## src/rtl/pill_line_pkg.sv

```systemverilog
// Shared definitions for the bottling-line plant model: conveyor state
// encodings and the parameter legality check used at elaboration.
package pill_line_pkg;

  typedef enum logic [1:0] {
    IDLE   = 2'd0,
    MOVING = 2'd1,
    JAMMED = 2'd2
  } conv_state_t;

  // True when the parameter set describes a buildable plant.
  function automatic bit plant_params_ok(
    input int unsigned pill_period,
    input int unsigned pill_high,
    input int unsigned switch_cycles,
    input int unsigned hopper_cap,
    input int unsigned stock_w
  );
    bit ok;
    ok = 1'b1;
    if (pill_high < 1 || pill_high >= pill_period) ok = 1'b0;
    if (switch_cycles < 1) ok = 1'b0;
    if (stock_w < 1 || stock_w > 30) ok = 1'b0;
    else if (hopper_cap >= (32'd1 << stock_w)) ok = 1'b0;
    return ok;
  endfunction

endpackage

```

## src/rtl/plant_pill_gen.sv

```systemverilog
// Hopper pill pulse generator: fixed-rate pulses of fixed width while the
// plant is eligible to dispense, plus a one-cycle strobe when a pulse starts.
module plant_pill_gen
  import pill_line_pkg::*;
#(
  parameter int PILL_PERIOD = 1000,
  parameter int PILL_HIGH   = 500
) (
  input  logic clk,
  input  logic rst_n,
  input  logic eligible,
  input  logic halt,
  output logic pill_out,
  output logic pill_start
);

  localparam int PHASE_W = (PILL_PERIOD > 2) ? $clog2(PILL_PERIOD) : 1;
  localparam int WIDTH_W = $clog2(PILL_HIGH + 1);
  localparam logic [PHASE_W-1:0] PHASE_RELOAD = PHASE_W'(PILL_PERIOD - 1);
  localparam logic [WIDTH_W-1:0] WIDTH_RELOAD = WIDTH_W'(PILL_HIGH - 1);

  logic [PHASE_W-1:0] phase;
  logic [WIDTH_W-1:0] width;

  // A pulse still in flight (e.g. after eligibility blipped) blocks a restart.
  assign pill_start = eligible && (phase == '0) && !pill_out;

  always_ff @(posedge clk) begin
    if (!rst_n) begin
      phase    <= '0;
      width    <= '0;
      pill_out <= 1'b0;
    end else begin
      if (!eligible)
        phase <= '0;
      else if (pill_start)
        phase <= PHASE_RELOAD;
      else if (phase != '0)
        phase <= phase - PHASE_W'(1);

      // Only halt (emergency stop) may cut a running pulse short.
      if (pill_start) begin
        pill_out <= 1'b1;
        width    <= WIDTH_RELOAD;
      end else if (pill_out) begin
        if (halt || width == '0) begin
          pill_out <= 1'b0;
          width    <= '0;
        end else begin
          width <= width - WIDTH_W'(1);
        end
      end
    end
  end

endmodule

```

## src/rtl/pill_line_plant.sv

```systemverilog
// Plant-side model of the bottling line: pill hopper with stock tracking and
// refill, and a conveyor that can move, jam and report bottle position.
module pill_line_plant
  import pill_line_pkg::*;
#(
  parameter int PILL_PERIOD   = 1000,
  parameter int PILL_HIGH     = 500,
  parameter int SWITCH_CYCLES = 1500,
  parameter int HOPPER_CAP    = 999,
  parameter int REFILL_QTY    = 100,
  parameter int STOCK_W       = 10
) (
  input  logic               clk_1khz,
  input  logic               switch_clr,
  input  logic               fill_en,
  input  logic               switch_req,
  input  logic               emergncy_stop,
  input  logic               simu_hopper_stop,
  input  logic               simu_hopper_add,
  input  logic               simu_conveyor_stop,
  output logic               pill_out,
  output logic               bottle_in_place,
  output logic               conveyor_signal,
  output logic               hopper_empty,
  output logic [STOCK_W-1:0] stock,
  output logic [6:0]         bottles_moved
);

  if (!plant_params_ok(PILL_PERIOD, PILL_HIGH, SWITCH_CYCLES, HOPPER_CAP, STOCK_W)) begin : g_bad_params
    $error("pill_line_plant: illegal parameter set");
  end

  localparam int TRAVEL_W = $clog2(SWITCH_CYCLES + 1);
  localparam logic [TRAVEL_W-1:0] TRAVEL_RELOAD = TRAVEL_W'(SWITCH_CYCLES - 1);
  localparam logic [31:0] CAP32    = 32'(HOPPER_CAP);
  localparam logic [31:0] REFILL32 = 32'(REFILL_QTY);

  conv_state_t         state, state_next;
  logic [TRAVEL_W-1:0] travel, travel_next;
  logic [6:0]          moved_next;
  logic [STOCK_W-1:0]  stock_next;
  logic [31:0]         stock_sum;
  logic                add_q;
  logic                refill_rise;
  logic                eligible;
  logic                pill_start;

  assign bottle_in_place = (state == IDLE);
  assign conveyor_signal = ~simu_conveyor_stop;
  assign hopper_empty    = (stock == '0);
  assign refill_rise     = simu_hopper_add & ~add_q;
  assign eligible        = fill_en & bottle_in_place & ~hopper_empty
                         & ~simu_hopper_stop & ~emergncy_stop;

  plant_pill_gen #(
    .PILL_PERIOD (PILL_PERIOD),
    .PILL_HIGH   (PILL_HIGH)
  ) u_pill_gen (
    .clk        (clk_1khz),
    .rst_n      (switch_clr),
    .eligible   (eligible),
    .halt       (emergncy_stop),
    .pill_out   (pill_out),
    .pill_start (pill_start)
  );

  // Wide intermediate so a refill on top of a pill start saturates cleanly.
  always_comb begin
    stock_sum = 32'(stock) - 32'(pill_start);
    if (refill_rise) stock_sum = stock_sum + REFILL32;
    if (stock_sum > CAP32) stock_sum = CAP32;
    stock_next = STOCK_W'(stock_sum);
  end

  always_comb begin
    state_next  = state;
    travel_next = travel;
    moved_next  = bottles_moved;
    if (!emergncy_stop) begin
      case (state)
        IDLE: begin
          if (switch_req) begin
            state_next  = MOVING;
            travel_next = TRAVEL_RELOAD;
          end
        end
        MOVING: begin
          if (simu_conveyor_stop) begin
            state_next = JAMMED;
          end else if (travel == '0) begin
            state_next = IDLE;
            moved_next = bottles_moved + 7'd1;
          end else begin
            travel_next = travel - TRAVEL_W'(1);
          end
        end
        JAMMED: begin
          // The release cycle is itself a travel cycle.
          if (!simu_conveyor_stop) begin
            if (travel == '0) begin
              state_next = IDLE;
              moved_next = bottles_moved + 7'd1;
            end else begin
              state_next  = MOVING;
              travel_next = travel - TRAVEL_W'(1);
            end
          end
        end
        default: state_next = IDLE;
      endcase
    end
  end

  always_ff @(posedge clk_1khz) begin
    if (!switch_clr) begin
      state         <= IDLE;
      travel        <= '0;
      bottles_moved <= '0;
      stock         <= STOCK_W'(HOPPER_CAP);
      add_q         <= 1'b0;
    end else begin
      state         <= state_next;
      travel        <= travel_next;
      bottles_moved <= moved_next;
      stock         <= stock_next;
      add_q         <= simu_hopper_add;
    end
  end

endmodule
```

## config.mk

```make
export PLATFORM = sky130hd
export DESIGN_NAME = pill_line_plant
export DESIGN_NICKNAME = d
export VERILOG_FILES = /design/src/rtl/pill_line_pkg.sv /design/src/rtl/plant_pill_gen.sv /design/src/rtl/pill_line_plant.sv
export SDC_FILE = /design/constraint.sdc
export NUM_CORES = 1
export LEC_CHECK = 0
export BUFFER_PORTS_ARGS = -buffer_cell sky130_fd_sc_hd__clkbuf_2
export CORE_MARGIN = 5
export CORE_UTILIZATION = 57
export CTS_CLUSTER_SIZE = 28
export DETAILED_ROUTE_END_ITERATION = 16
export GPL_ROUTABILITY_DRIVEN = 0
export GPL_TIMING_DRIVEN = 0
export PLACE_DENSITY = 0.86
export SYNTH_ARGS = -nofsm -noshare
export SYNTH_HDL_FRONTEND = slang
export SYNTH_SLANG_ARGS = --single-unit
export TNS_END_PERCENT = 20
```

## constraint.sdc

```tcl
create_clock -name clk_1khz -period 5.8 [get_ports clk_1khz]
set_clock_uncertainty 0.1 [all_clocks]
set_input_delay 0.87 -clock clk_1khz [delete_from_list [all_inputs] [get_ports clk_1khz]]
set_output_delay 0.87 -clock clk_1khz [all_outputs]
set_load 0.02 [all_outputs]
```

After elaboration in Yosys (flattened, before gate mapping)
Index checks and enable logic that the tools add are counted.

Output and inout bits: 21. Register bits after elaboration: 51. Input bits: 8. Word-level logic and storage cells: 76.

Mux-type cells: 19. Equality and inequality tests: 7. Reductions and logical operators: 21. Order comparisons: 1. Bitwise gates (word level): 12. $add $sub $neg: 6.

Operators with widths (number): 2-to-1 mux 11 bit (3); > comparator 32 x 10 -> 1 bit, second input constant (1); 2-to-1 mux 32 bit (1); 2-to-1 mux 9 bit (3); case mux 11 bit (2 select lines) (1); logical NOT 10 bit (2); 2-to-1 mux 10 bit (2); adder 11 x 8 -> 12 bit, second input constant (1); logical NOT 11 bit (1); subtractor 10 x 1 -> 11 bit (1); subtractor 11 x 1 -> 11 bit, second input constant (1); nonzero test 10 bit (1); subtractor 10 x 1 -> 10 bit, second input constant (1); logical NOT 9 bit (1); subtractor 9 x 1 -> 9 bit, second input constant (1); 2-to-1 mux 2 bit (4); != test 2 bit, second input constant (4); AND reduction 4 bit (2); adder 7 x 1 -> 7 bit, second input constant (1); NOT 1 bit (7); case mux 2 bit (3 select lines) (1); nonzero test 2 bit (3); OR reduction 2 bit (3); bitwise AND 1 bit (5); 11 further kinds (15).

Logic depth before layout (Yosys ltp)
Gate-level depths: netlist of the first run.

Word-level depth: 12. Mapped depth: 21. Depth with buffers taken out: 18.

Modules after synthesis
A second synthesis of the first run with hierarchy kept.

Cell total of the unflattened synthesis: 363. Area, all modules: 3130.5 µm².

By module, submodules not included: pill_line_plant (times used 1, seq. area each 620.6 µm², area an instance 1996.9 µm², cells each 238); plant_pill_gen (times used 1, seq. area each 400.4 µm², area an instance 1133.6 µm², cells each 125).

Worst setup path before layout of the first run
OpenSTA, ideal clock, no wires.

Kind: input-to-reg. Start: input port simu_hopper_stop. End: register stock[3]. Buffers on the path: 2. Stages: 18. Data required time: 5584 ps. Arrival: 4135 ps. Slack: 1449 ps. Setup time: 116 ps. Cell sequence: nand2b_1 -> nor4b_1 -> and2_1 -> clkbuf_1 -> nand2b_1 -> clkbuf_1 -> inv_1 -> ha_1 -> nor3b_4 -> xnor2_1 -> inv_1 -> ha_1 -> inv_1 -> nor2_1 -> o211ai_1 -> xnor2_1 -> or4_4 -> and3_1.

Cells in the longest elaborated chain, start to end: 10.

RTL lines: start, declared (RTL line pill_line_plant.sv:18) `input logic simu_hopper_stop,`; NOT 1 bit * (RTL line pill_line_plant.sv:53) `& ~simu_hopper_stop & ~emergncy_stop;`; bitwise AND 1 bit * (2 in series) (RTL line pill_line_plant.sv:53); logical AND 1 bit * (2 in series) (RTL line plant_pill_gen.sv:26) `assign pill_start = eligible && (phase == '0) && !pill_out;`; subtractor 10 x 1 -> 11 bit * (RTL line pill_line_plant.sv:69) `stock_sum = 32'(stock) - 32'(pill_start);`; adder 11 x 8 -> 12 bit (RTL line pill_line_plant.sv:70) `if (refill_rise) stock_sum = stock_sum + REFILL32;`; 2-to-1 mux 32 bit * (RTL line pill_line_plant.sv:70); > comparator 32 x 10 -> 1 bit (RTL line pill_line_plant.sv:71) `if (stock_sum > CAP32) stock_sum = CAP32;`; OR reduction 2 bit (no line); end signal, assigned (RTL line pill_line_plant.sv:119) `stock <= STOCK_W'(HOPPER_CAP);`; end signal, assigned (RTL line pill_line_plant.sv:125) `stock <= stock_next;`; end, declared (RTL line pill_line_plant.sv:25) `output logic [STOCK_W-1:0] stock,`.

Mark *: on every way between the ends. The rest lies on a longest branch, timed or not. A chain may end at the register's enable or synchronous reset.

Worst setup path in the final report of the first run
Start: register u_pill_gen.phase[4]. End: register stock[4].

Cells in the longest elaborated chain, start to end: 8.

RTL lines: start, declared (RTL line plant_pill_gen.sv:22) `logic [PHASE_W-1:0] phase;`; start signal, assigned (RTL line plant_pill_gen.sv:39) `phase <= phase - PHASE_W'(1);`; logical NOT 10 bit * (RTL line plant_pill_gen.sv:26); logical AND 1 bit * (2 in series) (RTL line plant_pill_gen.sv:26); subtractor 10 x 1 -> 11 bit * (RTL line pill_line_plant.sv:69); adder 11 x 8 -> 12 bit (RTL line pill_line_plant.sv:70); 2-to-1 mux 32 bit * (RTL line pill_line_plant.sv:70); > comparator 32 x 10 -> 1 bit (RTL line pill_line_plant.sv:71); OR reduction 2 bit (no line).

Marked as above.

==> summary.txt, run 1 <==
Floorplanning
  – Number of top-level pins: 29
  – Std cell rows: 26
  – Die height: 83.1 um
  – Die width: 83.1 um
  – Core ar.: 5140 um2
  – Die area: 6900 um2
  – Starting Density: 59.2%

Place
  – I/O Buffers: 28
  – Placed cells: 459
  – Post-Place Setup Slack: 668 ps
  – DP HPWL: 4850 um

Yosys
  – Asr flop ratio synth: 0%
  – Top FF cell, synth: dfxtp_1
  – Count of cell types in the netlist: 59
  – YS warnings: 0
  – Synth Instances: 361
  – Share of the synthesized area in the top cell type: 33.6%
  – Synth area leader: dfxtp_1
  – Post-synth EDFFs: 0
  – Synthesized area per cell: 8.43 um2
  – Synth Cell Area: 3040 um2
  – Top cells by area, synth: dfxtp_1, xnor2_1, ha_1
  – Yosys reg bits: 51
  – Syn_nets: 381
  – Register area share after synthesis: 33.6%

STA
  – Worst slew pin tran: 524 ps
  – Slew Viols, Final: 0
  – Slew Limit Headroom: 64.9%
  – Post-layout min period: 5030 ps
  – Endpoints failing hold: 0
  – Unrepaired setup endpoints after global routing: false
  – Final setup viols: 0
  – Top achievable clock speed: 199 MHz
  – Period utilization: 86.8%
  – Setup WS post-layout: 766 ps
  – Sum Neg Setup Slack: 0 ps

Route
  – Vias: 2684
  – 1st-iter DRT viols: 181
  – DR pass1 iterations: 4
  – Vias/cell: 5.75
  – DRC viols: 0
  – DR WL/cell: 14.0 um
  – Routed wire length: 6560 um
  – Post-route ant nets: 0

Clocking
  – Clock latency on the worst-skew pair: 310 ps
  – CTS tree: yes
  – CTS Buffer Depth: 2
  – Clk sinks: 51
  – TritonCTS Buffers: 5
  – Root Driver: clkbuf_8
  – PostCTS Resize Cnt: 0
  – Setup bufs post-CTS: 0
  – Clock H-tree levels: 2
  – Post-CTS Hold Fix Bufs: 0
  – Clk pin slew, worst setup/hold paths: 100 ps

Cells and area
  – ANT cells: 0
  – Post-Layout Cell Count: 467
  – Fillers: 459
  – Area growth, synth to finish: 10.4%
  – Nets@finish: 416
  – Layout cell share with drive strength beyond 1: 13.6%

Power and ir drop
  – Pwr per Cell Area: 240 nW/um2
  – NetSw: 0.263 mW
  – Total power: 0.806 mW
  – Total internal power: 0.543 mW
  – Peak VDD IR: 0.150 mV
  – Clock power share: 25.5%
  – Leak pwr: 1.40 nW
  – Sw Share: 32.7%
  – Combinational Power Share: 25.5%
  – Sequential share of power: 49.0%

Worst setup path
  – Critical Path Source Type: register
  – CP endpoint kind: register
  – Crit path kind: reg2reg
  – Critical Path RT: 5910 ps
  – Arr. time, crit path: 5140 ps
  – Most numerous cell on the critical path: inv_1
  – Max FO, Critical Path: 9
  – Slowest stage delay, CP: 560 ps
  – Crit path buf inv count: 5
  – Critical path's top delay family: simple AND/OR/NAND/NOR gates
  – Worst-path cell chain: or4_1 > nor2_1 > and2_1 > clkbuf_1 > nand2b_1 > clkbuf_1 > inv_1 > ha_1 > nor3b_4 > xnor2_1 > inv_1 > ha_1 > inv_1 > nor2_1 > o211ai_1 > xnor2_1 > or4_4 > and3_1
  – CP max-delay cell: or4_1

GRT
  – Largest net degree at the start of global routing: 17
  – Grt total ovfl: 0
  – GRT Util Overall: 20.0%
  – Vias in the first global route: 2661
  – First-pass GRT wire length: 11700 um
  – Initial antenna violation count: 0

Status
  – Status: completed

Worst hold path
  – Hold Path Class: reg2reg

Job
  – Max-cap violations: 0
area by class of cell:
cell class / instances / area, um2 / share of cell area [%]
clock inverters: 3 / 18.8 / 0.559
plain buffers: 12 / 55.1 / 1.64
flip-flops and latches: 51 / 1020 / 30.4
multi-input cells: 276 / 1880 / 56.1
well taps: 70 / 87.6 / 2.61
repair buffers: 28 / 140 / 4.17
clock buffers: 5 / 68.8 / 2.05
inverters: 22 / 82.6 / 2.46
layout by cell type (no fill, tap or decap), types with 7 or more instances in the layout:
cell type,instances
a21boi_0,7
a21oi_1,20
and2_1,15
clkbuf_1,9
clkbuf_2,28
dfxtp_1,51
ha_1,12
inv_1,22
nand2_1,25
nand3_1,12
nor2_1,26
nor2b_1,8
nor3_1,12
o21ai_0,21
or3_1,7
xnor2_1,19
logic make-up after synthesis:
family / share of synthesized area, %
fa+ha+maj: 4.94
flops: 33.6
compound gates: 19.4
buf+inv: 4.52
simple gates: 28.0
mux: 2.43
xor+xnor: 7.20
cells in the mapped netlist, types with 4 or more instances:
master and count:
dfxtp_1 51, nor2_1 26, nand2_1 25, inv_1 22, o21ai_0 21, a21oi_1 20, xnor2_1 19, and2_1 15
ha_1 12, nand3_1 12, nor3_1 12, clkbuf_1 9, nor2b_1 8, a21boi_0 7, or3_1 7, nand2b_1 6
xor2_1 6, nor4_1 5, o211ai_1 5, mux2i_1 4, o22ai_1 4
worst paths after layout:
path / start / cells after the start / slack (ps) / end
hold reg to reg: u_pill_gen.width[8]$_SDFFE_PN0P_ / 2 / 380 / u_pill_gen.width[8]$_SDFFE_PN0P_
setup reg to reg: u_pill_gen.phase[4]$_SDFFE_PP0P_ / 18 / 770 / stock[4]$_SDFF_PP0_
setup / recovery: u_pill_gen.phase[4]$_SDFFE_PP0P_ / 18 / 770 / stock[4]$_SDFF_PP0_
hold / removal: u_pill_gen.width[8]$_SDFFE_PN0P_ / 2 / 380 / u_pill_gen.width[8]$_SDFFE_PN0P_
power groups by stage:
stage / combinational (mW) / clock, mW / sequential (mW)
floorplan: 0.153 / 0 / 0.405
global placement: 0.197 / 0 / 0.401
detailed placement: 0.204 / 0 / 0.402
CTS: 0.206 / 0.215 / 0.395
global route: 0.230 / 0.232 / 0.399
finish: 0.205 / 0.206 / 0.395
state kept, by name, indices dropped and copies added (netlist names):
name and flops:
travel 11, u_pill_gen.phase 10, stock 10, bottles_moved 7, u_pill_gen.pill_out 1, state 2
add_q 1, u_pill_gen.width 9
per-layer routing:
layer  part of all wire [%]  global-route usage, %
met5                      0                      0
met1                     45                   24.9
met2                     49                   34.3
met3                    4.5                   3.66
met4                    1.4                   6.98
worst min-delay path, cell delays in order (launching register included):
cell and delay (ps):
dfxtp_1 320, nand2_1 50, a21boi_0 70
per-stage QoR:
stage | hold slack [ps] | cell area (um2) | util (%)
2_1_floorplan | 343 | 3040 | -
3_3_place_gp | 355 | 3270 | 63.6
3_5_place_dp | 372 | 3270 | 63.6
4_1_cts | 386 | 3360 | 65.3
5_1_grt | 418 | 3360 | 65.3
6_report | 382 | 3360 | 65.3
Power figures use the tool's default switching activity.
==> run 2, diff against run 1 <==
--- a/config.mk
+++ b/config.mk
@@ -7,12 +7,12 @@
 export LEC_CHECK = 0
 export BUFFER_PORTS_ARGS = -buffer_cell sky130_fd_sc_hd__clkbuf_2
 export CORE_MARGIN = 5
-export CORE_UTILIZATION = 57
+export CORE_UTILIZATION = 59
 export CTS_CLUSTER_SIZE = 28
 export DETAILED_ROUTE_END_ITERATION = 16
 export GPL_ROUTABILITY_DRIVEN = 0
 export GPL_TIMING_DRIVEN = 0
-export PLACE_DENSITY = 0.86
+export PLACE_DENSITY = 0.88
 export SYNTH_ARGS = -nofsm -noshare
 export SYNTH_HDL_FRONTEND = slang
 export SYNTH_SLANG_ARGS = --single-unit
==> run 2 against run 1 <==
  * Total power barely moved
  * First-iteration DRC count fell by 6.1%
  * Via count rose by 1.3%
  * Setup slack improved by 14 ps
  * Global-route usage rose by 1.9 points
  * Combinational power barely moved
  * Wire length rose by 3.2%
  * Sequential cell count did not move
  * Register-to-register slack barely moved
  * Sequential power barely moved
  * Non-clock buffer count did not move
  * Clock power barely moved
  * Critical path type unchanged
==> summary.txt, run 2 (same netlist as run 1, synthesis figures left out) <==
Route
  – DRC viols: 0 (unchanged)
  – Vias: 2719 (+1.3%)
  – Vias/cell: 5.83 (+1.5%)
  – DR pass1 iterations: 4 (unchanged)
  – Post-route ant nets: 0 (unchanged)
  – 1st-iter DRT viols: 170 (-6.1%)
  – Routed wire length: 6760 um (+3.2%)
  – DR WL/cell: 14.5 um (+3.4%)

Cells and area
  – Largest registers: travel (11), stock (10), u_pill_gen.phase (10)
  – Largest register FFs: 11 (unchanged)
  – Most common cell after layout, fill and taps aside: dfxtp_1
  – Commonest non-fill, non-tap cells in the layout: dfxtp_1, clkbuf_2, nor2_1, nand2_1, inv_1
  – Layout cell share with drive strength beyond 1: 13.4% (-0.22 points)
  – Largest reg by FF count: travel
  – Area growth, synth to finish: 10.2%
  – Post-layout util: 66.5% (+1.2 points)
  – Nets@finish: 416 (unchanged)
  – ANT cells: 0 (unchanged)

GRT
  – Vias in the first global route: 2718 (+2.1%)
  – Grt total ovfl: 0 (unchanged)
  – Largest net degree at the start of global routing: 16 (-1)
  – GRT Util Overall: 21.9% (+1.9 points)
  – Initial antenna violation count: 0 (unchanged)
  – First-pass GRT wire length: 11500 um (-1.2%)

Clocking
  – TritonCTS Buffers: 5 (unchanged)
  – Clk pin slew, worst setup/hold paths: 90 ps (about the same)
  – Setup bufs post-CTS: 0 (unchanged)
  – CTS tree: yes
  – Clock latency on the worst-skew pair: 310 ps (about the same)
  – CTS Buffer Depth: 2 (unchanged)
  – Clock H-tree levels: 2 (unchanged)
  – Clk sinks: 51 (unchanged)
  – Root Driver: clkbuf_8
  – Post-CTS Hold Fix Bufs: 0 (unchanged)
  – PostCTS Resize Cnt: 0 (unchanged)

Floorplanning
  – Std cell rows: 26 (unchanged)
  – Die width: 81.8 um (-1.5%)
  – Die area: 6690 um2 (-3.0%)
  – Core ar.: 5040 um2 (-1.9%)
  – Die height: 81.8 um (-1.5%)
  – Starting Density: 60.3% (+1.1 points)
  – Number of top-level pins: 29 (unchanged)

STA
  – Sum Neg Setup Slack: 0 ps (unchanged)
  – Slew Viols, Final: 0 (unchanged)
  – Post-layout min period: 5020 ps (-14.1 ps)
  – Worst slew pin tran: 529 ps (+5.10 ps)
  – Top achievable clock speed: 199 MHz (+0.28%)
  – Final setup viols: 0 (unchanged)
  – Slew Limit Headroom: 64.5% (-0.46 points)
  – Unrepaired setup endpoints after global routing: false
  – Endpoints failing hold: 0 (unchanged)
  – Setup WS post-layout: 780 ps (+14.1 ps)
  – Period utilization: 86.5% (-0.24 points)

Power and ir drop
  – Peak VDD IR: 0.215 mV (+43%)
  – Sequential share of power: 49.0% (about the same)
  – Clock power share: 25.2% (-0.3 points)
  – Combinational Power Share: 25.8% (+0.3 points)
  – Sw Share: 33.0% (+0.31 points)
  – NetSw: 0.266 mW (+1.0%)
  – Leak pwr: 1.40 nW (-0.31%)
  – Total power: 0.807 mW (about the same)
  – Pwr per Cell Area: 241 nW/um2 (+0.20%)
  – Total internal power: 0.541 mW (-0.41%)

Worst setup path
  – Crit path kind: reg2reg
  – CP startpoint: u_pill_gen.phase[4]$_SDFFE_PP0P_
  – Arr. time, crit path: 5130 ps (about the same)
  – Most numerous cell on the critical path: inv_1
  – R2r setup slk: 780 ps (about the same)
  – Critical Path RT: 5910 ps (about the same)
  – Worst-path cell chain: or4_1 > nor2_1 > and2_1 > clkbuf_1 > nand2b_1 > clkbuf_1 > inv_1 > ha_1 > nor3b_4 > xnor2_1 > inv_1 > ha_1 > inv_1 > nor2_1 > o211ai_1 > xnor2_1 > or4_4 > and3_1
  – CP endpoint kind: register
  – Critical path endpoint: stock[4]$_SDFF_PP0_
  – CP max-delay cell: or4_1
  – Critical R2R Capture: stock[4]$_SDFF_PP0_
  – Critical Path Source Type: register
  – R2R Path Start: u_pill_gen.phase[4]$_SDFFE_PP0P_
  – Reg2reg path depth: 18 (unchanged)
  – Slowest stage delay, CP: 550 ps (about the same)
  – Max FO, Critical Path: 9 (unchanged)

Worst hold path
  – Hold Path Class: reg2reg

Place
  – DP HPWL: 5040 um (+3.8%)
  – I/O Buffers: 28 (unchanged)
  – Post-Place Setup Slack: 732 ps (+64.1 ps)

Job
  – Max-cap violations: 0 (unchanged)

Status
  – Status: completed
## run 2: cell types whose count changed in the layout (fill, tap and decap cells not counted)
cell      previous run  this run
clkinv_2             2         1
clkinv_4             0         1
inv_6                1         0
## run 2: critical path: cells and delay by family, from the launching register on
kind	cells	cell delay, ps
simple gates	8	2420
compound gates	1	320
fa+ha+maj	2	390
flops	1	360
buf+inv	5	930
xor+xnor	2	370
## run 2: per-layer routing
layer,track usage (%),wire [um]
met4,8.31,112
met3,4.28,327
met1,24.9,2960
met2,39.8,3360
met5,0,0
## run 2: worst min-delay path by stage
| stage | startpoint | to | cells past startpoint |
|---|---|---|---|
| 2_1_floorplan | u_pill_gen.width[8]$_SDFFE_PN0P_ | u_pill_gen.width[8]$_SDFFE_PN0P_ | 2 |
| 3_3_place_gp | u_pill_gen.width[8]$_SDFFE_PN0P_ | u_pill_gen.width[8]$_SDFFE_PN0P_ | 2 |
| 3_5_place_dp | travel[9]$_SDFFE_PN0P_ | travel[9]$_SDFFE_PN0P_ | 1 |
| 4_1_cts | u_pill_gen.width[8]$_SDFFE_PN0P_ | u_pill_gen.width[8]$_SDFFE_PN0P_ | 2 |
| 5_1_grt | u_pill_gen.width[8]$_SDFFE_PN0P_ | u_pill_gen.width[8]$_SDFFE_PN0P_ | 2 |
| 6_report | u_pill_gen.width[8]$_SDFFE_PN0P_ | u_pill_gen.width[8]$_SDFFE_PN0P_ | 2 |
## run 2: final cells by class
type                       count  area (um2)
multi-input combinational    276        1880
tap                           70        87.6
timing repair buffer          28         140
clock buffer                   5        68.8
inverter                      22        82.6
fill                         428        1690
clock inverter                 2        13.8
sequential                    51        1020
buffer                        12        55.1
## run 2: per-stage QoR
step / area, um2 / instances / hold WS, ps
floorplan: 3040 / 361 / 343
global placement: 3270 / 459 / 351
detailed placement: 3270 / 459 / 376
CTS: 3350 / 466 / 400
global route: 3350 / 466 / 426
finish: 3350 / 466 / 395
## run 2: power groups by stage
| stage | combinational [mW] | sequential [mW] | clock, mW |
|---|---|---|---|
| after floorplan | 0.153 | 0.405 | 0 |
| after global placement | 0.197 | 0.401 | 0 |
| after detailed placement | 0.206 | 0.403 | 0 |
| after CTS | 0.207 | 0.395 | 0.206 |
| after global routing | 0.230 | 0.399 | 0.220 |
| final | 0.208 | 0.396 | 0.203 |
==> run 3, diff against run 2 <==
--- a/config.mk
+++ b/config.mk
@@ -13,6 +13,7 @@
 export GPL_ROUTABILITY_DRIVEN = 0
 export GPL_TIMING_DRIVEN = 0
 export PLACE_DENSITY = 0.88
+export REMOVE_ABC_BUFFERS = 1
 export SYNTH_ARGS = -nofsm -noshare
 export SYNTH_HDL_FRONTEND = slang
 export SYNTH_SLANG_ARGS = --single-unit
==> run 3 against run 2 <==
  * Die area unchanged
  * Sequential cell count unchanged
  * Cell count decreased by 2.4%
  * Clock power increased by 30%
  * Sequential power about the same
  * Critical endpoint is now stock[3]$_SDFF_PP0_
  * Critical path depth decreased by 2
  * Largest power group unchanged
  * Hold slack got worse by 9.7 ps
  * Final area decreased by 0.49%
  * First-iteration DRC count decreased by 2.9%
  * Fmax increased by 3.2%
==> summary.txt, run 3 (same netlist as run 1, synthesis figures left out) <==
Power and ir drop
  – NetSw: 0.262 mW (-1.4%)
  – Pwr per Cell Area: 257 nW/um2 (+7.0%)
  – Total internal power: 0.596 mW (+10%)
  – Combinational Power Share: 22.9% (-2.9 points)
  – Peak VDD IR: 0.135 mV (-37%)
  – Clock power share: 30.7% (+5.5 points)
  – Sw Share: 30.5% (-2.4 points)
  – Total power: 0.859 mW (+6.5%)
  – Sequential share of power: 46.4% (-2.6 points)
  – Leak pwr: 1.39 nW (-0.45%)

GRT
  – Largest net degree at the start of global routing: 35 (+19)
  – First-pass GRT wire length: 10600 um (-8.2%)
  – Initial antenna violation count: 0 (unchanged)
  – Vias in the first global route: 2425 (-11%)
  – Grt total ovfl: 0 (unchanged)
  – GRT Util Overall: 19.9% (-2.0 points)

STA
  – Unrepaired setup endpoints after global routing: false
  – Slew Limit Headroom: 14.6% (-50 points)
  – Setup WS post-layout: 938 ps (+158 ps)
  – Post-layout min period: 4860 ps (-158 ps)
  – Endpoints failing hold: 0 (unchanged)
  – Slew Viols, Final: 0 (unchanged)
  – Top achievable clock speed: 206 MHz (+3.2%)
  – Sum Neg Setup Slack: 0 ps (unchanged)
  – Final setup viols: 0 (unchanged)
  – Period utilization: 83.8% (-2.7 points)
  – Worst slew pin tran: 1270 ps (+738 ps)

Clocking
  – Clk pin slew, worst setup/hold paths: 90 ps (about the same)
  – Clock latency on the worst-skew pair: 310 ps (about the same)
  – CTS Buffer Depth: 2 (unchanged)
  – Setup bufs post-CTS: 0 (unchanged)
  – PostCTS Resize Cnt: 0 (unchanged)
  – TritonCTS Buffers: 5 (unchanged)
  – Post-CTS Hold Fix Bufs: 0 (unchanged)
  – CTS tree: yes
  – Clk sinks: 51 (unchanged)
  – Root Driver: clkbuf_8
  – Clock H-tree levels: 2 (unchanged)

Cells and area
  – Largest reg by FF count: travel
  – Design Area, Final: 3340 um2 (-0.49%)
  – Commonest non-fill, non-tap cells in the layout: dfxtp_1, clkbuf_2, nor2_1, nand2_1, inv_1
  – Multi-input logic area: 1880 um2 (unchanged)
  – Most common cell after layout, fill and taps aside: dfxtp_1
  – Area growth, synth to finish: 9.67%
  – Post-layout util: 66.2% (-0.32 points)
  – Largest registers: travel (11), stock (10), u_pill_gen.phase (10)
  – Nets@finish: 404 (-2.9%)
  – Largest register FFs: 11 (unchanged)
  – Fillers: 434 (+1.4%)
  – ANT cells: 0 (unchanged)
  – Layout cell share with drive strength beyond 1: 13.2% (-0.14 points)
  – Register area: 1020 um2 (unchanged)

Floorplanning
  – Std cell rows: 26 (unchanged)
  – Core ar.: 5040 um2 (unchanged)
  – Starting Density: 60.3% (unchanged)
  – Die area: 6690 um2 (unchanged)
  – Number of top-level pins: 29 (unchanged)
  – Die width: 81.8 um (unchanged)
  – Die height: 81.8 um (unchanged)

Route
  – Vias: 2658 (-2.2%)
  – DR pass1 iterations: 4 (unchanged)
  – Vias/cell: 5.84 (+0.12%)
  – 1st-iter DRT viols: 165 (-2.9%)
  – DR WL/cell: 13.8 um (-4.9%)
  – Routed wire length: 6280 um (-7.1%)
  – DRC viols: 0 (unchanged)
  – Post-route ant nets: 0 (unchanged)

Worst setup path
  – Critical Path Source Type: register
  – Crit path kind: reg2reg
  – Arr. time, crit path: 4970 ps (-160 ps)
  – Max FO, Critical Path: 9 (unchanged)
  – CP endpoint kind: register
  – Critical Path RT: 5910 ps (about the same)

Place
  – Placed Area: 3210 um2 (-1.7%)
  – Post-Place Setup Slack: 883 ps (+151 ps)
  – I/O Buffers: 28 (unchanged)
  – DP HPWL: 4620 um (-8.3%)

Job
  – Max-cap violations: 0 (unchanged)

Status
  – Status: completed

Worst hold path
  – Hold Path Class: reg2reg
-- run 3: cell types whose count changed in the layout (fill, tap and decap cells not counted) --
cell / delta
buf_2: -2
buf_6: -1
clkinv_4: -1
clkbuf_8: +1
clkbuf_1: -9
inv_6: +1
bufinv_16: +1
clkinv_2: -1
-- run 3: power groups by stage --
stage	Clock (mW)	Combinational (mW)	Sequential, mW
2_1_floorplan	0	0.145	0.408
3_3_place_gp	0	0.187	0.405
3_5_place_dp	0	0.195	0.406
4_1_cts	0.273	0.196	0.398
5_1_grt	0.287	0.220	0.402
6_report	0.264	0.197	0.398
-- run 3: critical path, cell delays in order, from the launching register on --
cell and delay (ps):
dfxtp_1 360, or4_1 550, nor2_1 420, and2_1 420
nand2b_1 280, inv_1 170, ha_1 200, nor3b_4 360
xnor2_1 220, inv_1 80, ha_1 200, inv_1 130
nor2_1 90, o211ai_1 330, xnor2_1 160, or4_4 540
and3_1 160
-- run 3: path summary, 6_finish.rpt --
check / cells past startpoint / slack [ps] / endpoint / start
worst min register to register: 2 / 390 / u_pill_gen.width[8]$_SDFFE_PN0P_ / u_pill_gen.width[8]$_SDFFE_PN0P_
worst max-delay path: 16 / 940 / stock[3]$_SDFF_PP0_ / u_pill_gen.phase[4]$_SDFFE_PP0P_
worst min-delay path: 2 / 390 / u_pill_gen.width[8]$_SDFFE_PN0P_ / u_pill_gen.width[8]$_SDFFE_PN0P_
worst max register to register: 16 / 940 / stock[3]$_SDFF_PP0_ / u_pill_gen.phase[4]$_SDFFE_PP0P_
-- run 3: metrics by stage --
step / instances / hold slack [ps]
after detailed placement: 447 / 359
after global routing: 455 / 431
final: 455 / 385
after global placement: 447 / 355
after CTS: 455 / 392
after floorplan: 349 / 343
-- run 3: cell type report --
type | instances | area share, %
Multi-Input combinational cell | 276 | 56.5
Sequential cell | 51 | 30.6
Timing Repair Buffer | 28 | 4.20
Tap cell | 70 | 2.63
Clock buffer | 6 | 2.48
Inverter | 22 | 2.48
Clock inverter | 2 | 1.16
-- run 3: layer usage --
layer / track usage, % / vias up / part of all wire [%]
li1: - / 1337 / -
met1: 24.8 / 1248 / 45
met2: 34.5 / 63 / 49
met3: 4.39 / 10 / 5.5
met4: 5.32 / 0 / 1.2
met5: 0 / - / 0
